==> src/rtl/fetch_pkg.sv <==
// Shared types and defaults for the instruction fetch stage.
package fetch_pkg;

  typedef enum logic [1:0] {
    StReq,
    StDrop,
    StFull
  } fetch_state_e;

  localparam logic [31:0] RESET_PC_DEFAULT = 32'h0000_0000;
  localparam int unsigned PC_INC_DEFAULT   = 1;

endpackage

==> src/rtl/fetch_if.sv <==
// Instruction memory request/acknowledge bus seen from the fetch stage.
interface fetch_if;

  logic        imem_req;
  logic [31:0] imem_addr;
  logic        imem_ack;
  logic [31:0] imem_rdata;

  modport master (
    output imem_req,
    output imem_addr,
    input  imem_ack,
    input  imem_rdata
  );

  modport slave (
    input  imem_req,
    input  imem_addr,
    output imem_ack,
    output imem_rdata
  );

endinterface

==> src/rtl/fetch_skid.sv <==
// One-entry skid buffer parking a fetched word and its PC while decode is stalled.
module fetch_skid (
  input  logic        clk,
  input  logic        rst,
  input  logic        load_i,
  input  logic        unload_i,
  input  logic [31:0] data_i,
  input  logic [31:0] pc_i,
  output logic [31:0] data_o,
  output logic [31:0] pc_o
);

  logic [31:0] data_q, data_d;
  logic [31:0] pc_q, pc_d;

  always_comb begin
    data_d = data_q;
    pc_d   = pc_q;
    if (load_i) begin
      data_d = data_i;
      pc_d   = pc_i;
    end else if (unload_i) begin
      data_d = '0;
      pc_d   = '0;
    end
  end

  always_ff @(posedge clk or posedge rst) begin
    if (rst) begin
      data_q <= '0;
      pc_q   <= '0;
    end else begin
      data_q <= data_d;
      pc_q   <= pc_d;
    end
  end

  assign data_o = data_q;
  assign pc_o   = pc_q;

endmodule

==> src/rtl/fetch_unit.sv <==
// Instruction fetch stage: PC, memory request FSM, redirect handling and IF/ID register.
module fetch_unit
  import fetch_pkg::*;
#(
  parameter logic [31:0] RESET_PC = RESET_PC_DEFAULT,
  parameter int unsigned PC_INC   = PC_INC_DEFAULT
) (
  input  logic        clk,
  input  logic        rst,
  fetch_if.master     imem,
  input  logic        stall_i,
  input  logic        redirect_i,
  input  logic [31:0] redirect_pc_i,
  output logic        ifid_valid_o,
  output logic [31:0] ifid_inst_o,
  output logic [31:0] ifid_pc_o
);

  fetch_state_e state_q, state_d;
  logic [31:0]  pc_q, pc_d;
  logic [31:0]  pend_q, pend_d;
  logic         ifid_valid_q, ifid_valid_d;
  logic [31:0]  ifid_inst_q, ifid_inst_d;
  logic [31:0]  ifid_pc_q, ifid_pc_d;

  logic        skid_load, skid_unload;
  logic [31:0] skid_data, skid_pc;
  logic        slot_free;
  logic [31:0] pc_seq;

  assign slot_free = !ifid_valid_q || !stall_i;
  assign pc_seq    = pc_q + PC_INC;

  fetch_skid u_skid (
    .clk      (clk),
    .rst      (rst),
    .load_i   (skid_load),
    .unload_i (skid_unload),
    .data_i   (imem.imem_rdata),
    .pc_i     (pc_q),
    .data_o   (skid_data),
    .pc_o     (skid_pc)
  );

  always_comb begin
    state_d      = state_q;
    pc_d         = pc_q;
    pend_d       = pend_q;
    ifid_valid_d = ifid_valid_q;
    ifid_inst_d  = ifid_inst_q;
    ifid_pc_d    = ifid_pc_q;
    skid_load    = 1'b0;
    skid_unload  = 1'b0;

    unique case (state_q)
      StReq, StDrop: begin
        if (redirect_i) begin
          ifid_valid_d = 1'b0;
          // A coincident ack completes the in-flight request, so the target can be used now.
          if (imem.imem_ack) begin
            pc_d    = redirect_pc_i;
            state_d = StReq;
          end else begin
            pend_d  = redirect_pc_i;
            state_d = StDrop;
          end
        end else if (imem.imem_ack && state_q == StDrop) begin
          pc_d    = pend_q;
          state_d = StReq;
          if (slot_free) ifid_valid_d = 1'b0;
        end else if (imem.imem_ack) begin
          pc_d = pc_seq;
          if (slot_free) begin
            ifid_inst_d  = imem.imem_rdata;
            ifid_pc_d    = pc_q;
            ifid_valid_d = 1'b1;
          end else begin
            skid_load = 1'b1;
            state_d   = StFull;
          end
        end else if (slot_free) begin
          ifid_valid_d = 1'b0;
        end
      end
      StFull: begin
        // No request is outstanding here, so any ack is a protocol error and ignored.
        if (redirect_i) begin
          ifid_valid_d = 1'b0;
          pc_d         = redirect_pc_i;
          skid_unload  = 1'b1;
          state_d      = StReq;
        end else if (!stall_i) begin
          ifid_inst_d  = skid_data;
          ifid_pc_d    = skid_pc;
          ifid_valid_d = 1'b1;
          skid_unload  = 1'b1;
          state_d      = StReq;
        end
      end
      default: state_d = StReq;
    endcase
  end

  always_ff @(posedge clk or posedge rst) begin
    if (rst) begin
      state_q      <= StReq;
      pc_q         <= RESET_PC;
      pend_q       <= '0;
      ifid_valid_q <= 1'b0;
      ifid_inst_q  <= '0;
      ifid_pc_q    <= '0;
    end else begin
      state_q      <= state_d;
      pc_q         <= pc_d;
      pend_q       <= pend_d;
      ifid_valid_q <= ifid_valid_d;
      ifid_inst_q  <= ifid_inst_d;
      ifid_pc_q    <= ifid_pc_d;
    end
  end

  // Request drops straight from reset so the memory abandons any in-flight access.
  assign imem.imem_req  = !rst && (state_q != StFull);
  assign imem.imem_addr = pc_q;
  assign ifid_valid_o   = ifid_valid_q;
  assign ifid_inst_o    = ifid_inst_q;
  assign ifid_pc_o      = ifid_pc_q;

endmodule

==> src/flat_wrapper.sv <==
// flat-port wrapper written by rule: the top's interface ports become plain ports
module fetch_unit_flat import fetch_pkg::*;
#(
  parameter logic [31:0] RESET_PC = RESET_PC_DEFAULT,
  parameter int unsigned PC_INC   = PC_INC_DEFAULT
)
  (clk, rst, stall_i, redirect_i, redirect_pc_i, ifid_valid_o, ifid_inst_o, ifid_pc_o, imem_imem_req, imem_imem_addr, imem_imem_ack, imem_imem_rdata);
  fetch_if imem_i ();
  input  logic clk;
  input  logic rst;
  input  logic stall_i;
  input  logic redirect_i;
  input  logic [31:0] redirect_pc_i;
  output logic ifid_valid_o;
  output logic [31:0] ifid_inst_o;
  output logic [31:0] ifid_pc_o;
  output wire logic [$bits(imem_i.imem_req)-1:0] imem_imem_req;
  output wire logic [$bits(imem_i.imem_addr)-1:0] imem_imem_addr;
  input wire logic [$bits(imem_i.imem_ack)-1:0] imem_imem_ack;
  input wire logic [$bits(imem_i.imem_rdata)-1:0] imem_imem_rdata;
  assign imem_imem_req = imem_i.imem_req;
  assign imem_imem_addr = imem_i.imem_addr;
  assign imem_i.imem_ack = imem_imem_ack;
  assign imem_i.imem_rdata = imem_imem_rdata;
  fetch_unit #(.RESET_PC(RESET_PC), .PC_INC(PC_INC)) u_core (.clk(clk), .rst(rst), .imem(imem_i), .stall_i(stall_i), .redirect_i(redirect_i), .redirect_pc_i(redirect_pc_i), .ifid_valid_o(ifid_valid_o), .ifid_inst_o(ifid_inst_o), .ifid_pc_o(ifid_pc_o));
endmodule
==> config.mk <==
export PLATFORM = sky130hd
export DESIGN_NAME = fetch_unit_flat
export DESIGN_NICKNAME = d
export VERILOG_FILES = /design/src/rtl/fetch_pkg.sv /design/src/rtl/fetch_if.sv /design/src/rtl/fetch_skid.sv /design/src/rtl/fetch_unit.sv /design/src/flat_wrapper.sv
export SDC_FILE = /design/constraint.sdc
export NUM_CORES = 1
export LEC_CHECK = 0
export ABC_AREA = 1
export CAP_MARGIN = 25
export CORE_AREA = 2 2 148 150
export CTS_BUF_LIST = sky130_fd_sc_hd__clkbuf_8
export DETAILED_ROUTE_END_ITERATION = 10
export DIE_AREA = 0 0 150 152
export GPL_TIMING_DRIVEN = 0
export PLACE_DENSITY = 0.7
export SYNTH_ARGS = -nofsm -noshare
export SYNTH_HDL_FRONTEND = slang
export SYNTH_SLANG_ARGS = --single-unit
==> constraint.sdc <==
create_clock -name clk -period 8.1 [get_ports clk]
set_input_delay 1.62 -clock clk [delete_from_list [all_inputs] [get_ports clk]]
set_output_delay 1.62 -clock clk [all_outputs]
set_load 0.1 [all_outputs]
Word-level counts from Yosys, hierarchy flattened
Index checks and enable logic that the tools add are counted.
{"block": "op_classes", "addsub": 1, "n_eq_ne": 16, "muxes": 47, "bitwise": 1, "reduce_logical": 15}
{"operator": "32-bit 2-to-1 mux", "count": 20}
{"operator": "32-bit case mux with 2 select lines", "count": 3}
{"operator": "32-bit by 1-bit adder with 32-bit output, second input constant", "count": 1}
{"operator": "1-bit 2-to-1 mux", "count": 16}
{"operator": "2-bit != test, second input constant", "count": 7}
{"operator": "2-bit 2-to-1 mux", "count": 6}
{"operator": "3-bit AND reduction", "count": 3}
{"operator": "7-bit AND reduction", "count": 1}
{"operator": "3-bit != test, second input constant", "count": 2}
{"operator": "5-bit by 3-bit != test with 1-bit output, second input constant", "count": 1}
{"operator": "4-bit by 3-bit != test with 1-bit output, second input constant", "count": 1}
{"operator": "4-bit != test, second input constant", "count": 1}
{"operator": "2-bit case mux with 2 select lines", "count": 1}
{"operator": "4-bit AND reduction", "count": 1}
{"operator": "2-bit nonzero test", "count": 2}
{"operator": "1-bit zero test", "count": 3}
{"operator": "3-bit by 2-bit != test with 1-bit output, second input constant", "count": 1}
{"operator": "2-bit by 1-bit == test with 1-bit output, second input constant", "count": 1}
{"operator": "2-bit == test, second input constant", "count": 1}
{"operator": "1-bit logical AND", "count": 2}
{"operator": "2-bit zero test", "count": 1}
{"operator": "2-bit by 1-bit != test with 1-bit output, second input constant", "count": 1}
{"operator": "1-bit case mux with 2 select lines", "count": 1}
{"operator": "2-bit OR reduction", "count": 1}
{"operator": "other kinds (2)", "count": 2}
{"block": "word_totals", "regBits": 195, "input_bits": 69, "output_inout_bits": 98, "word_cells": 88}

Depth between registers and ports, before layout
Gate-level depths: netlist (run 1).
{"block": "logic_depth", "ltp_word": 8, "mapped_depth": 10, "mapped_depth_nobuf": 10}

Cells and area by module
From an unflattened synthesis (run 1), not the netlist that was laid out.
{"block": "hier_totals", "cells_unflattened": 1205, "area_unflattened_um2": 9509.1}
{"module": "fetch_unit", "n_inst": 1, "cells_per_inst": 934, "area_each_um2": 7091.8, "seq_area_each_um2": 3278.1}
{"module": "fetch_skid", "n_inst": 1, "cells_per_inst": 271, "area_each_um2": 2417.3, "seq_area_each_um2": 1601.5}

Worst setup path after synthesis (run 1)
OpenSTA, ideal clock, no wires.
{"block": "synth_path", "path_type": "in2out", "from": "input port rst", "to": "output port imem_imem_req", "t_arrival_ns": 2.873, "t_required_ns": 6.480, "path_slack_ns": 3.607, "stages": 1, "n_path_buf": 0, "path_cell_list": "nor2_1"}
{"block": "synth_between", "elab_chain_len": 2}
{"item": "start, declared", "line_no": "flat_wrapper.sv:10", "source": "input logic rst;"}
{"item": "1-bit zero test (no line)"}
{"item": "1-bit logical AND", "line_no": "fetch_unit.sv:123", "source": "assign imem.imem_req = !rst && (state_q != StFull);"}
{"item": "end, declared", "line_no": "flat_wrapper.sv:17", "source": "output wire logic [$bits(imem_i.imem_req)-1:0] imem_imem_req;"}
No other way between the ends.

Worst setup path after layout (run 1)
Same ends and word-level chain as after synthesis.

==> results of run 1 <==
how the worst max path moves through the flow:
stage / startpoint / end / slack, ns / cells past startpoint
floorplan: rst / u_core.ifid_inst_o[0] / 1.17 / 1
global placement: rst / u_core.pend_q[3] / -1.52 / 2
detailed placement: rst / imem_imem_req / 3.06 / 3
CTS: rst / imem_imem_req / 3.06 / 3
global route: rst / imem_imem_req / 3.04 / 3
finish: rst / imem_imem_req / 3.07 / 3
final cells by class:
type | count | area, um2 | share of cell area (%)
plain buffers | 65 | 289.0 | 2.443
clock buffers | 17 | 234.0 | 1.978
clock inverters | 15 | 165.2 | 1.396
inverters | 157 | 596.8 | 5.045
multi-input cells | 805 | 3625 | 30.64
flip-flops and latches | 195 | 4880 | 41.25
well taps | 280 | 350.3 | 2.962
repair buffers | 167 | 1689 | 14.28
worst max-delay path, delay by kind of cell:
| kind | cells | cell delay, ns |
|---|---|---|
| buffers and inverters | 2 | 1.65 |
| and+or+nand+nor | 1 | 0.14 |
per-stage QoR:
step	util, %	total power, mW	instances	hold WS, ns
2_1_floorplan	-	2.389	1222	0.4534
3_3_place_gp	53.37	2.763	1668	0.4675
3_5_place_dp	53.53	2.784	1669	0.4749
4_1_cts	55.40	3.423	1701	0.5016
5_1_grt	55.40	3.563	1701	0.5191
6_report	55.40	3.414	1701	0.4995
power groups by stage:
stage / clock network, mW / logic (mW) / registers (mW)
after floorplan: 0 / 0.336 / 2.05
after global placement: 0 / 1.40 / 1.36
after detailed placement: 0 / 1.42 / 1.37
after CTS: 0.654 / 1.42 / 1.35
after global routing: 0.687 / 1.50 / 1.38
final: 0.648 / 1.42 / 1.35
synthesized netlist by cell type (all sizes together), types with 8 or more instances:
cell	number	share of area [%]
a21oi	31	1.7
a31oi	68	4.5
buf	27	1.6
clkbuf	38	1.5
dfrtp	195	52
inv	157	6.3
mux2	8	0.96
nand2	312	13
nand3	39	2.1
nor2	196	7.9
o21ai	106	5.7
o22ai	37	2.5
flip-flops by register name, indices dropped and copies added, names as in the netlist:
name,cells
u_core.imem.imem_addr,32
u_core.state_q,2
u_core.ifid_pc_o,32
u_core.ifid_inst_o,32
u_core.u_skid.data_o,32
u_core.u_skid.pc_o,32
u_core.pend_q,32
u_core.ifid_valid_o,1
layer usage:
layer / wire length (um) / up-vias / global-route usage, %
li1: - / 4274 / -
met1: 12330 / 3973 / 34.28
met2: 12400 / 275 / 37.83
met3: 1467 / 32 / 3.363
met4: 571 / 0 / 7.412
met5: 0 / - / 0
cell families after synthesis:
group / Yosys count / share of synthesized area, %
mux: 8 / 0.9602
compound gates: 245 / 14.63
flops: 195 / 52.01
buf+inv: 222 / 9.361
simple gates: 550 / 22.82
fa+ha+maj: 1 / 0.1333
xor+xnor: 1 / 0.09336
==> results_dict.tcl, run 1 <==
set metrics [dict create \
    vias 8554 \
    die_height_um 152 \
    final_layout_size_suffix_gt1_share_pct 5.348 \
    n_fill_cell 2061 \
    stdcell_area_um2 11830 \
    worst_hold_startpoint "u_core.pend_q[11]" \
    drt_first_iter_violations 598 \
    clock_skew_ns 0.01759 \
    post_synth_inst_count 1222 \
    gp_congestion 0.8611 \
    netSwitchingPower_mw 1.621 \
    path_class "input port to output pin" \
    hold_viol 0 \
    drt_pass1_iterations 5 \
    grt_max_degree 128 \
    yosys_warning_total 0 \
    cts.sinks 195 \
    p_seq_share_pct 39.6 \
    buffer_ports.inserted 166 \
    critical_path.max_stage_delay_ns 1.14 \
    first_global_vias 8253 \
    pre_cts_ws_ns 3.061 \
    place_area_um2 11430 \
    worst_hold_path.endpoint "u_core.pend_q[11]" \
    antennaDiodeCount 0 \
    rr_startpoint "u_core.imem.imem_addr[1]" \
    final_antenna_net_count 0 \
    layout_worst_path_cycle_share_pct 62.14 \
    clock_power_share_pct 19.0 \
    synth_edf_count 0 \
    cp_max_fo 2 \
    drt-vias-per-instance 5.029 \
    yosys_register_bits 195 \
    synth_cell_types 25 \
    timing.critical_path.from_type "input port" \
    half_perimeter_wire_length_of_the_detailed_placement_result_um 19930 \
    critical_path.endpoint_type "output pin" \
    run_status "finished, final reports clean" \
    starting_utilization_of_the_core_area_pct 43.95 \
    timing_worst_slew_pin_value_ns 1.047 \
    headroom_to_the_max_slew_limit_pct 29.96 \
    cellPowerDensity_nw_per_um2 288.6 \
    area_delta_synth_final_pct 26.07 \
    wl_per_cell_um 15.74 \
    maxCapViolations 0 \
    arrival_ns 3.41 \
    clock_tree.root_cell "clkbuf_8" \
    clkLatencyLatePin_ns 0.48 \
    ctsResizeCount 0 \
    num_rows 54 \
    first_pass_grt_wire_length_um 43410 \
    htree_num_levels 4 \
    layout.cells.most_common "nand2_1" \
    wire_length_reported_by_the_detailed_router_um 26770 \
    cts.path.max_buffers 2 \
    fin_ws_ns 3.067 \
    vdd_ir_drop_max_v 0.0001368 \
    core-area_um2 21350 \
    ios 167 \
    intPower_mw 1.793 \
    cts_tree "yes" \
    setup_repair_after_global_routing_missed_its_margin "false" \
    cts_hold_buffers 0 \
    die_area_um2 22800 \
    yosys_most_used_dff "dfrtp_1" \
    grt_antenna_before_repair 0 \
    die-width_um 150 \
    finalNetCount 1478 \
    postCtsSetupBuffers 0 \
    grt_util_overall_pct 23.96 \
    post-route-drc-count 0 \
    final-max-slew-violation-count 0 \
    period_needed_ns 5.033 \
    hp-class "flip-flop to flip-flop" \
    clk_pin_slew_ns 0.11 \
    cp_slowest_cell "clkdlybuf4s50_1" \
    share_comb_of_total_power_pct 41.5 \
    syn-cell-area_um2 9383 \
    synth.avg_cell_area_um2 7.678 \
    cellLeakagePower_nw 5.514 \
    timing.rr.end "u_core.imem.imem_addr[20]" \
    most-common-layout-cells "311 x nand2_1, 195 x dfrtp_1, 193 x nor2_1, 166 x clkdlybuf4s50_1, 153 x inv_1" \
    critical_path_required_ns 6.48 \
    fmax_mhz 198.7 \
    timing.critical_path.cells "clkdlybuf4s50_1 > nor2_1 > clkdlybuf4s50_1" \
    cts_made_buffers 17 \
    crit_top_cell "clkdlybuf4s50_1" \
    sw_share_pct 47.48 \
    overflow 0 \
    reg2reg_setup_slack_ns 5.77 \
    finalSetupViolCount 0 \
    reg2regPathDepth 10 \
    asyncSetResetFlopFracSynth_pct 100.0 \
    yosysSeqAreaShare_pct 52.01 \
    syn-num-nets 1292 \
    whs_path_depth 2 \
    totalNegativeSetupSlack_ns 0 \
]
Note: power is estimated with default switching activity, not from simulation.
==> inputs of run 2 (changes only) <==
- clock period: 8.1 -> 5.2 ns (I/O delays scaled with it)
==> run 2 against run 1 <==
  * Total power is 56% higher
  * Non-clock buffer count is 4 higher
  * Utilization is 0.30 points higher
  * Via count is 1.3% higher
  * Hold slack worse by 0.0033 ns
  * Flip-flop and latch count stayed put
  * First-iteration DRC count is 31% higher
  * Routed wire length is 1.0% lower
  * Largest cell class unchanged
==> results_dict.tcl, run 2 (synthesis gave the netlist of run 1 again) <==
set metrics [dict create \
    run_status "finished, final reports clean" \
    place_area_um2 11500 \
    multi_input_comb_area_um2 3625 \
    period_needed_ns 3.818 \
    timing.rr.end "u_core.imem.imem_addr[18]" \
    dpl.cell_count 1673 \
    m1WireLength_um 12220 \
    finalSetupViolCount 0 \
    cellPowerDensity_nw_per_um2 446.6 \
    reg2reg_setup_slack_ns 2.95 \
    clkLatencyLatePin_ns 0.49 \
    gp_congestion 0.8642 \
    die-width_um 150 \
    rr_startpoint "u_core.imem.imem_addr[0]" \
    clk_pin_slew_ns 0.10 \
    num_rows 54 \
    final-seq-area_um2 4880 \
    post-route-drc-count 0 \
    ctsResizeCount 0 \
    first_global_vias 8123 \
    area_delta_synth_final_pct 26.75 \
    final_layout_size_suffix_gt1_share_pct 5.614 \
    core-area_um2 21350 \
    critical_path.endpoint_type "output pin" \
    cts_tree "yes" \
    first_pass_grt_wire_length_um 42250 \
    fmax_mhz 261.9 \
    cts_hold_buffers 0 \
    wl_met2_um 12280 \
    timing.critical_path.from_type "input port" \
    clock_skew_ns 0.01435 \
    setup_repair_after_global_routing_missed_its_margin "false" \
    cellLeakagePower_nw 5.550 \
    layout_worst_path_cycle_share_pct 73.42 \
    intPower_mw 2.807 \
    starting_utilization_of_the_core_area_pct 43.95 \
    share_comb_of_total_power_pct 41.7 \
    die_height_um 152 \
    totalNegativeSetupSlack_ns 0 \
    final-max-slew-violation-count 0 \
    reg2regPathDepth 10 \
    finalNetCount 1482 \
    overflow 0 \
    final_antenna_net_count 0 \
    drt_pass1_iterations 6 \
    wl_per_cell_um 15.54 \
    die_area_um2 22800 \
    p_seq_share_pct 39.5 \
    worst_hold_startpoint "u_core.pend_q[21]" \
    cts.path.max_buffers 2 \
    path_class "input port to output pin" \
    stdcell_count 1705 \
    hp-class "flip-flop to flip-flop" \
    drt-vias-per-instance 5.084 \
    clock_tree.root_cell "clkbuf_8" \
    sw_share_pct 47.15 \
    critical_path_required_ns 4.16 \
    stdcell_area_um2 11890 \
    most-common-layout-cells "311 x nand2_1, 195 x dfrtp_1, 193 x nor2_1, 166 x clkdlybuf4s50_1, 153 x inv_1" \
    layout.cells.most_common "nand2_1" \
    worst_hold_path.endpoint "u_core.pend_q[21]" \
    antennaDiodeCount 0 \
    top_layer "met4" \
    n_fill_cell 2091 \
    grt_antenna_before_repair 0 \
    postCtsSetupBuffers 0 \
    htree_num_levels 4 \
    timing_worst_slew_pin_value_ns 1.052 \
    clock_power_share_pct 18.8 \
    arrival_ns 2.78 \
    vdd_ir_drop_max_v 0.0002194 \
    buffer_ports.inserted 166 \
    cts.sinks 195 \
    ios 167 \
    met3RoutedLength_um 1457 \
    grt_util_overall_pct 23.34 \
    drt_first_iter_violations 783 \
    wire_length_reported_by_the_detailed_router_um 26500 \
    netSwitchingPower_mw 2.504 \
    whs_path_depth 2 \
    maxCapViolations 0 \
    grt_max_degree 40 \
    vias 8669 \
    cp_max_fo 2 \
    half_perimeter_wire_length_of_the_detailed_placement_result_um 19970 \
    cts_made_buffers 17 \
    finalCoreUtilization_pct 55.70 \
    headroom_to_the_max_slew_limit_pct 29.65 \
    hold_viol 0 \
]
## run 2: cell count changes in the layout (fill, tap and decap cells not counted)
cell        delta
inv_8          -3
inv_6          +3
clkinv_4       -2
clkinv_2       +2
clkbuf_8       +1
clkinvlp_4     -1
buf_12         +5
buf_16         -1
## run 2: worst max path at each step
stage               cells past startpoint  from                     to
floorplan                               1   rst  u_core.ifid_inst_o[0]
global placement                        2   rst      u_core.pend_q[29]
detailed placement                      3   rst          imem_imem_req
CTS                                     3   rst          imem_imem_req
global route                            3   rst          imem_imem_req
finish                                  3   rst          imem_imem_req
## run 2: layer usage
metal  global-route usage, %  up-vias
met4                   7.098        0
met3                   3.093       34
met5                       0        -
met1                   32.94     4069
li1                        -     4283
met2                   37.60      283
## run 2: power by group through the flow
stage / Sequential, mW / Clock [mW] / Combinational, mW
after floorplan: 3.20 / 0 / 0.523
after global placement: 2.12 / 0 / 2.19
after detailed placement: 2.13 / 0 / 2.21
after CTS: 2.10 / 1.01 / 2.22
after global routing: 2.14 / 1.08 / 2.33
final: 2.10 / 0.998 / 2.21
## run 2: cell type report
| class | instances | area share, % |
|---|---|---|
| Buffer | 65 | 2.430 |
| Clock buffer | 18 | 2.083 |
| Clock inverter | 14 | 1.231 |
| Inverter | 157 | 4.987 |
| Multi-Input combinational cell | 805 | 30.48 |
| Sequential cell | 195 | 41.03 |
| Tap cell | 280 | 2.946 |
| Timing Repair Buffer | 171 | 14.81 |
## run 2: worst max-delay path, stage by stage
cell	delay [ns]
clkdlybuf4s50_1	0.47
nor2_1	0.12
clkdlybuf4s50_1	1.15
## run 2: stage by stage
step	hold WS [ns]	power, mW	setup WS (ns)
2_1_floorplan	0.4534	3.722	1.642
3_3_place_gp	0.4675	4.302	0.04560
3_5_place_dp	0.4737	4.338	1.386
4_1_cts	0.4998	5.329	1.379
5_1_grt	0.5147	5.549	1.337
6_report	0.4962	5.311	1.382
